`config.mk`:
```
export PLATFORM = sky130hd
export DESIGN_NAME = tone_divider_flat
export DESIGN_NICKNAME = d
export VERILOG_FILES = /design/src/rtl/tone_divider_pkg.sv /design/src/rtl/tone_divider_if.sv /design/src/rtl/tone_divider_counter.sv /design/src/rtl/tone_divider.sv /design/src/flat_wrapper.sv
export SDC_FILE = /design/constraint.sdc
export NUM_CORES = 1
export LEC_CHECK = 0
export CAP_MARGIN = 20
export CORE_MARGIN = 1
export CORE_UTILIZATION = 50
export DETAILED_ROUTE_END_ITERATION = 16
export PLACE_DENSITY = 0.78
export SETUP_SLACK_MARGIN = 0.3
export SYNTH_ARGS = -nofsm -noshare
export SYNTH_HDL_FRONTEND = slang
export SYNTH_SLANG_ARGS = --single-unit
```
`constraint.sdc`:
```
create_clock -name Clk -period 5.2 [get_ports Clk]
set_input_delay 0.78 -clock Clk [delete_from_list [all_inputs] [get_ports Clk]]
set_output_delay 0.78 -clock Clk [all_outputs]
set_load 0.05 [all_outputs]
```
`src/rtl/tone_divider_pkg.sv`:
```
// Shared tone constants for the music player; the note decoder uses the same values.
// Preloads are 13-bit counts against a 4 MHz base tick; the all-ones preload means rest.
package tone_divider_pkg;

    localparam int unsigned TONE_W       = 13;
    localparam logic [TONE_W-1:0] TONE_REST = {TONE_W{1'b1}};
    localparam int unsigned TONE_BASE_HZ = 4_000_000;

    // RESTING is the reset state; the Resting output is this encoding directly.
    typedef enum logic {
        ST_RUNNING = 1'b0,
        ST_RESTING = 1'b1
    } tone_state_e;

endpackage

```
`src/rtl/tone_divider_if.sv`:
```
// Note-decoder to speaker-driver bundle: count-enable tick and preload in, speaker drive and status out.
// No flow control: ToneIn is sampled only at half-period boundaries or while resting.
interface tone_divider_if
    import tone_divider_pkg::*;
#(
    parameter int unsigned WIDTH = TONE_W
);
    logic             ClkEn;
    logic [WIDTH-1:0] ToneIn;
    logic             SpkOut;
    logic             PeriodTick;
    logic             Resting;
    logic [WIDTH-1:0] CurTone;

    modport master (
        output ClkEn,
        output ToneIn,
        input  SpkOut,
        input  PeriodTick,
        input  Resting,
        input  CurTone
    );

    modport slave (
        input  ClkEn,
        input  ToneIn,
        output SpkOut,
        output PeriodTick,
        output Resting,
        output CurTone
    );
endinterface

```
`src/rtl/tone_divider_counter.sv`:
```
// Loadable up-counter with an at-top flag; load wins over increment.
// One-cycle latency from load/inc to cnt; the caller never increments past all-ones.
module tone_divider_counter
    import tone_divider_pkg::*;
#(
    parameter int unsigned WIDTH = TONE_W
) (
    input  logic             clk,
    input  logic             rst,
    input  logic             load,
    input  logic [WIDTH-1:0] load_val,
    input  logic             inc,
    output logic [WIDTH-1:0] cnt,
    output logic             at_top
);
    logic [WIDTH-1:0] cnt_d;
    logic [WIDTH-1:0] cnt_q;

    always_comb begin
        cnt_d = cnt_q;
        if (load) begin
            cnt_d = load_val;
        end else if (inc) begin
            cnt_d = cnt_q + {{(WIDTH-1){1'b0}}, 1'b1};
        end
    end

    always_ff @(posedge clk) begin
        if (rst) begin
            cnt_q <= '0;
        end else begin
            cnt_q <= cnt_d;
        end
    end

    assign cnt    = cnt_q;
    assign at_top = (cnt_q == {WIDTH{1'b1}});
endmodule

```
`src/rtl/tone_divider.sv`:
```
// Programmable divider and speaker driver: SpkOut toggles every (2**WIDTH - CurTone) ClkEn ticks.
// All outputs registered; PeriodTick lands one Clk after the boundary tick, no path from ToneIn to SpkOut.
module tone_divider
    import tone_divider_pkg::*;
#(
    parameter int unsigned WIDTH = TONE_W
) (
    input  logic          Clk,
    input  logic          Rst,
    tone_divider_if.slave tif
);
    localparam logic [WIDTH-1:0] REST = {WIDTH{1'b1}};

    tone_state_e      state_d;
    tone_state_e      state_q;
    logic             spk_d;
    logic             spk_q;
    logic             tick_d;
    logic             tick_q;
    logic [WIDTH-1:0] cur_tone_d;
    logic [WIDTH-1:0] cur_tone_q;

    logic             cnt_load;
    logic             cnt_inc;
    logic [WIDTH-1:0] cnt;
    logic             cnt_at_top;
    logic             tone_is_rest;

    assign tone_is_rest = (tif.ToneIn == REST);

    tone_divider_counter #(
        .WIDTH (WIDTH)
    ) u_counter (
        .clk      (Clk),
        .rst      (Rst),
        .load     (cnt_load),
        .load_val (tif.ToneIn),
        .inc      (cnt_inc),
        .cnt      (cnt),
        .at_top   (cnt_at_top)
    );

    always_ff @(posedge Clk) begin
        if (Rst) begin
            state_q <= ST_RESTING;
        end else begin
            state_q <= state_d;
        end
    end

    always_comb begin
        state_d = state_q;
        if (tif.ClkEn) begin
            case (state_q)
                ST_RESTING: if (!tone_is_rest)               state_d = ST_RUNNING;
                ST_RUNNING: if (cnt_at_top && tone_is_rest)  state_d = ST_RESTING;
                default:                                     state_d = ST_RESTING;
            endcase
        end
    end

    // ToneIn is only looked at on a load, so mid-half-period changes wait for the boundary.
    always_comb begin
        spk_d      = spk_q;
        tick_d     = 1'b0;
        cur_tone_d = cur_tone_q;
        cnt_load   = 1'b0;
        cnt_inc    = 1'b0;
        if (tif.ClkEn) begin
            case (state_q)
                ST_RESTING: begin
                    spk_d = 1'b0;
                    if (!tone_is_rest) begin
                        cur_tone_d = tif.ToneIn;
                        cnt_load   = 1'b1;
                    end
                end
                ST_RUNNING: begin
                    if (cnt_at_top) begin
                        tick_d     = 1'b1;
                        cur_tone_d = tif.ToneIn;
                        cnt_load   = 1'b1;
                        spk_d      = tone_is_rest ? 1'b0 : ~spk_q;
                    end else begin
                        cnt_inc = 1'b1;
                    end
                end
                default: begin
                    spk_d = 1'b0;
                end
            endcase
        end
    end

    always_ff @(posedge Clk) begin
        if (Rst) begin
            spk_q      <= 1'b0;
            tick_q     <= 1'b0;
            cur_tone_q <= REST;
        end else begin
            spk_q      <= spk_d;
            tick_q     <= tick_d;
            cur_tone_q <= cur_tone_d;
        end
    end

    assign tif.SpkOut     = spk_q;
    assign tif.PeriodTick = tick_q;
    assign tif.Resting    = (state_q == ST_RESTING);
    assign tif.CurTone    = cur_tone_q;
endmodule
```
`src/flat_wrapper.sv`:
```
// flat-port wrapper written by rule: the top's interface ports become plain ports
module tone_divider_flat import tone_divider_pkg::*;
#(
    parameter int unsigned WIDTH = TONE_W
)
  (Clk, Rst, tif_ClkEn, tif_ToneIn, tif_SpkOut, tif_PeriodTick, tif_Resting, tif_CurTone);
  tone_divider_if #(.WIDTH(WIDTH)) tif_i ();
  input  logic Clk;
  input  logic Rst;
  input wire logic [$bits(tif_i.ClkEn)-1:0] tif_ClkEn;
  input wire logic [$bits(tif_i.ToneIn)-1:0] tif_ToneIn;
  output wire logic [$bits(tif_i.SpkOut)-1:0] tif_SpkOut;
  output wire logic [$bits(tif_i.PeriodTick)-1:0] tif_PeriodTick;
  output wire logic [$bits(tif_i.Resting)-1:0] tif_Resting;
  output wire logic [$bits(tif_i.CurTone)-1:0] tif_CurTone;
  assign tif_i.ClkEn = tif_ClkEn;
  assign tif_i.ToneIn = tif_ToneIn;
  assign tif_SpkOut = tif_i.SpkOut;
  assign tif_PeriodTick = tif_i.PeriodTick;
  assign tif_Resting = tif_i.Resting;
  assign tif_CurTone = tif_i.CurTone;
  tone_divider #(.WIDTH(WIDTH)) u_core (.Clk(Clk), .Rst(Rst), .tif(tif_i));
endmodule
```
==> key figures, run 1 <==
Run status
  – Status: complete, but fails checks
  – Failing checks: DRC

Worst setup path
  – Crit path buf inv count: 2
  – Slowest CP cell: o41ai_4
  – Crit path required time: 5.41 ns
  – CP top delay family: compound AO/OA/AOI/OAI gates
  – Worst setup EP type: flip-flop
  – Crit-path max FO: 17
  – Startpoint types: primary input
  – Worst Setup Path Type: in2reg
  – CP max stage delay: 0.66 ns
  – Worst EP arrival: 2.77 ns
  – Crit-path cells: clkdlybuf4s50_1, nand4_1, o41ai_4, buf_8, nor3_1, a211o_1

Place
  – Inst Count DP: 235
  – Placer Congestion: a little under 0.9
  – DP Area: 0.00186 mm²
  – HPWL after DPL: roughly 2.8 mm
  – PortBufs: 31

Timing
  – Final setup fails: 0
  – Final worst path period share: 49.2%
  – Max-slew headroom: 35.1%
  – Slew @ Worst Pin: roughly 0.97 ns
  – Pins Over Slew Limit: 0
  – Setup TNS: 0 ns
  – Final min period: 2.56 ns
  – Fmax: roughly 0.4 GHz
  – Clock Skew: 0.0160 ns
  – Unrepaired setup endpoints after global routing: false
  – Final hold violation count: 0

Route
  – Overall routed net length: 4.08 mm
  – WL per Instance: 16.7 µm
  – TritonRoute pass-1 iters: 11
  – Avg Vias per Cell: 6.44
  – Final antenna-violating net count: 0
  – DRC errors left: 2
  – Iter 0 DRT Violations: ~160
  – DR vias: 1,571

Finish
  – Fin nets: 230
  – Fillers: approximately 240
  – Post-route non-filler standard cell count: 244
  – Ant. Diodes: 0
  – Final instance area: 0.00194 mm²
  – Area Overhead vs Synth: 26.4%
  – Layout cell share with drive strength beyond 1: 7.04%

Global route
  – Vias in the first global route: between 1,000 and 1,500
  – Largest net degree at the start of global routing: 31
  – GRT Total Usage: 26.4%
  – Initial antenna violation count: 0
  – Remaining global-route overflow: 0
  – First-pass GRT wire length: between 6 and 7 mm

Pwr
  – Final Power: 0.516 mW
  – Max VDD drop: 0.182 mV
  – Power density cells: 267 mW/mm²
  – Clock power share: 28.0%
  – Net Sw Power: 0.168 mW
  – Cell internal pwr: 0.348 mW
  – Sequential power share: about half
  – Pleak: 0.679 nW
  – Sw Share: between 30% and 40%
  – Combinational Power Share: a little under a quarter

Job
  – Max-cap violations: 0

CTS
  – PostCTS Resize Cnt: 0
  – CTS tree: done
  – Worst-skew pair later-pin latency: roughly 0.33 ns
  – Setup Buffers After CTS: 0
  – Hold Buf Count CTS: 0
  – Clock Path Buffers: 2
  – Total CTS buffers: 5
  – Reg clk slew, reported paths: 0.08 ns
  – CTS Root Cell: clkbuf_4
  – CTS Sinks: 29
  – H-Tree Depth: 2

Floorplan
  – I/O pins: 32
  – FP Rows: 19
  – Core footprint: about 0.0028 mm²
  – Die Height: 57.4 µm
  – Die area: 0.00329 mm²
  – Die X: 57.4 µm
  – Initial Util: between 50% and 60%

Yosys
  – Post-synth EDFFs: 0
  – Ys flop type: dfxtp_1
  – Yosys warnings: 0
  – Post-synthesis compound-gate area fraction: 23.2%
  – Mapped cell area: 0.00153 mm²
  – Post-Synth Adder-Cell Area: 0.816%
  – XOR/XNOR Fraction of Synth Area: 0%
  – Main combinational cell family by area after synthesis: simple AND/OR/NAND/NOR gates
  – Async SR Flop Fraction: 0%
  – Gate Count Post-Synth: 185
  – Mean Syn Cell Area: just over 8 µm²
  – Synthesized net count: 202
  – Sequential area share after synthesis: 37.9%
  – Simple-gate portion of the synthesized area: 29.1%
  – Yosys reg bits: 29
  – Synth unique cells: 39
  – Mux contribution to synthesized area: 3.35%

Min path
  – Class of the worst hold path: reg2reg
## routing by layer
metal	GRT usage, %	part of all wire (%)
met5	0	0
met4	8.71	1.4
met3	7.71	8.2
met2	37.9	46
met1	37.8	44
## cells by family (layout without fill, tap and decap cells)
logic type | Yosys count | count (layout)
adders and majority gates | 1 | 1
and+or+nand+nor | 75 | 75
AOI/OAI and AO/OA | 53 | 53
buffers and inverters | 22 | 50
muxes | 5 | 5
DFF | 29 | 29
## worst paths after layout
check	depth (start not counted)	slack (ns)	end	startpoint
setup reg to reg	5	2.93	u_core.tif.SpkOut	u_core.u_counter.cnt[0]
hold reg to reg	1	0.48	u_core.tif.CurTone[5]	u_core.tif.CurTone[5]
hold / removal	1	0.48	u_core.tif.CurTone[5]	u_core.tif.CurTone[5]
setup / recovery	6	2.64	u_core.tif.CurTone[5]	tif_ToneIn[11]
## per-stage QoR
stage | setup WS, ns | hold WS, ns | utilization [%]
after floorplan | 3.10 | 0.487 | -
after global placement | 2.04 | 0.448 | 65.6
after detailed placement | 2.01 | 0.462 | 65.6
after CTS | 2.34 | 0.485 | 67.5
after global routing | 2.60 | 0.518 | 68.5
final | 2.64 | 0.480 | 68.5
## state kept, by name (all words and copies together) (netlist names)
signal / flops
u_core.tif.CurTone: 13
u_core.tif.PeriodTick: 1
u_core.tif.Resting: 1
u_core.tif.SpkOut: 1
u_core.u_counter.cnt: 13
## power groups by stage
| stage | Clock (mW) | Sequential (mW) | Combinational, mW |
|---|---|---|---|
| after floorplan | 0 | 0.282 | 0.0465 |
| after global placement | 0 | 0.256 | 0.114 |
| after detailed placement | 0 | 0.257 | 0.116 |
| after CTS | 0.141 | 0.252 | 0.116 |
| after global routing | 0.159 | 0.255 | 0.127 |
| final | 0.144 | 0.253 | 0.119 |
## synth_stat cells, types with 5 or more instances
cell type	n	area (µm²)
a21oi_1	7	35.0
a31oi_1	8	50.1
clkbuf_1	10	37.5
dfxtp_1	29	581
inv_1	9	33.8
nand2_1	14	52.6
nand3_1	16	80.1
nand3b_1	12	90.1
nand4_1	6	37.5
nor3_1	5	25.0
o21ai_0	15	75.1
o21ai_1	5	25.0
## cell usage in the layout (no fill, tap or decap), types with 2 or more instances in the layout
cell             instances
o32ai_1                  4
nand3b_1                12
nand2_1                 14
a31oi_1                  8
a21o_1                   2
nor3_1                   5
nand3_1                 16
nand2b_1                 2
mux2i_1                  4
clkbuf_4                 5
or3_1                    2
o21ai_0                 15
dfxtp_1                 29
nor4_1                   4
or4_1                    2
clkdlybuf4s50_1         31
a21oi_1                  7
o21ai_1                  5
nor2_1                   3
nor2b_1                  2
inv_1                    9
and4_1                   3
o41ai_1                  2
nand4_1                  6
## cell type report
class                   instances  area (µm²)  share of cell area, %
multi-input cells             134         885                   45.7
flip-flops and latches         29         581                   30.0
repair buffers                 34         344                   17.8
clock buffers                   7        55.1                   2.84
well taps                      31        38.8                   2.00
inverters                       9        33.8                   1.74
Note: power is estimated with default switching activity, not from simulation.
==> run 2: changes to the inputs <==
==> constraint.sdc (replaced) <==
create_clock -name Clk -period 2.5 [get_ports Clk]
set_input_delay 0.375 -clock Clk [delete_from_list [all_inputs] [get_ports Clk]]
set_output_delay 0.375 -clock Clk [all_outputs]
set_load 0.05 [all_outputs]
==> run 2 against run 1 <==
The flow still finishes with violations (DRC). Via count up 1.2%. Critical path depth fell by 5. Count of clock-buffer cells in the layout unchanged.
==> key figures, run 2 (same netlist as run 1, synthesis figures left out) <==
Run status
  – Status: complete, but fails checks
  – Failing checks: DRC

Floorplan
  – I/O pins: 32
  – FP Rows: 19
  – Die Height: 57.4 µm
  – Initial Util: a little over half
  – Core footprint: 0.00283 mm²
  – Die X: 57.4 µm
  – Die area: 0.00329 mm²

Timing
  – Unrepaired setup endpoints after global routing: false
  – Clock Skew: 0.00454 ns
  – Setup TNS: 0 ns
  – Final setup fails: 0
  – Final min period: between 2 and 2.5 ns
  – Final hold violation count: 0
  – Max-slew headroom: 59.7%
  – Pins Over Slew Limit: 0
  – Final worst path period share: between 80% and 90%
  – Hold WS: 0.475 ns
  – Fmax: about 0.47 GHz
  – Worst setup margin: ~0.36 ns
  – Slew @ Worst Pin: 0.604 ns

Worst setup path
  – CP max stage delay: a little under 0.9 ns
  – Crit path required time: 2.12 ns
  – Startpoint types: flip-flop
  – Worst Setup Path Type: reg2out
  – Slowest CP cell: clkdlybuf4s50_1
  – Crit-path cells: clkdlybuf4s50_1
  – Crit-path max FO: 9
  – CP top delay family: buffers and inverters
  – Worst setup EP type: output pin
  – Worst EP arrival: 1.77 ns
  – Crit path buf inv count: 1

Route
  – Avg Vias per Cell: 6.39
  – Iter 0 DRT Violations: 111
  – DRC errors left: 2
  – WL per Instance: 16.9 µm
  – Final antenna-violating net count: 0
  – Overall routed net length: 4.20 mm
  – DR vias: 1,590
  – TritonRoute pass-1 iters: 10

CTS
  – Worst-skew pair later-pin latency: 0.33 ns
  – Total CTS buffers: 5
  – CTS Sinks: 29
  – H-Tree Depth: 2
  – Setup Buffers After CTS: 0
  – CTS tree: done
  – CTS Root Cell: clkbuf_4
  – Clock Path Buffers: 2
  – Reg clk slew, reported paths: approximately 0.090 ns
  – Hold Buf Count CTS: 0

Finish
  – Ant. Diodes: 0
  – Layout cell share with drive strength beyond 1: between 10% and 20%
  – Fin nets: 234
  – Area Overhead vs Synth: 29.6%
  – Commonest non-fill, non-tap cell in the layout: clkdlybuf4s50_1
  – Final Util: 70.2%
  – Fillers: 229
  – Multi-input gate area: 900 µm²
  – Sequential cell area: 581 µm²
  – Commonest cells after routing, fill and taps aside: clkdlybuf4s50_1, dfxtp_1, nand3_1, o21ai_0, nand2_1

Pwr
  – Max VDD drop: 0.405 mV
  – Power density cells: between 500 and 600 mW/mm²
  – Pleak: between 0.7 and 0.8 nW
  – Final Power: 1.11 mW

Global route
  – Largest net degree at the start of global routing: 25
  – Remaining global-route overflow: 0
  – Vias in the first global route: 1,494
  – First-pass GRT wire length: 7.02 mm
  – Initial antenna violation count: 0
  – GRT Total Usage: 28.2%

Job
  – Max-cap violations: 0

Min path
  – Class of the worst hold path: reg2reg

Place
  – PortBufs: 31
  – DP Worst Slack: roughly 0.12 ns
  – HPWL after DPL: 3.04 mm
  – Placer Congestion: approximately 0.86
[run 2: layout make-up]
class / count / area share (%)
Inverter: 9 / 1.70
Tap cell: 31 / 1.95
Sequential cell: 29 / 29.2
Clock inverter: 1 / 0.252
Timing Repair Buffer: 38 / 18.3
Multi-Input combinational cell: 134 / 45.3
Clock buffer: 7 / 3.28
[run 2: path summary, 6_finish.rpt]
kind                      startpoint                     to  slack (ns)  cells past startpoint
max               u_core.tif.Resting            tif_Resting        0.36                      1
min            u_core.tif.CurTone[5]  u_core.tif.CurTone[5]        0.48                      1
max reg2reg  u_core.u_counter.cnt[0]      u_core.tif.SpkOut        0.46                      5
min reg2reg    u_core.tif.CurTone[5]  u_core.tif.CurTone[5]        0.48                      1
[run 2: metrics by stage]
stage	cells	instance area [µm²]
global placement	241	1900
global route	249	1990
detailed placement	241	1900
floorplan	185	1530
finish	249	1990
CTS	249	1970
[run 2: what timing repair did]
item	in CTS	in global routing
endpoints found under the hold margin	0	0
endpoints found under the setup margin	0	8
resized for setup	0	2
[run 2: report_power, final]
| group | switching (mW) | internal, mW | leakage, nW |
|---|---|---|---|
| Sequential | 0.0328 | 0.493 | 0.240 |
| Combinational | 0.152 | 0.100 | 0.425 |
| Clock | 0.167 | 0.163 | 0.0413 |
| Total | 0.352 | 0.756 | 0.706 |
[run 2: layer usage]
metal	part of all wire (%)	wire length [µm]	global-route usage (%)	up-vias
met5	0	0	0	-
met4	1.7	72	12.2	0
met3	8.5	358	5.22	10
met2	46	1930	45.5	78
met1	44	1840	36.7	725
li1	-	-	-	777
[run 2: worst reg2reg max path, stage by stage, from the launching register on]
cell     delay, ns
dfxtp_1       0.42
ha_1          0.25
nand3_2       0.10
or4_4         0.59
or4_1         0.48
a21oi_1       0.14
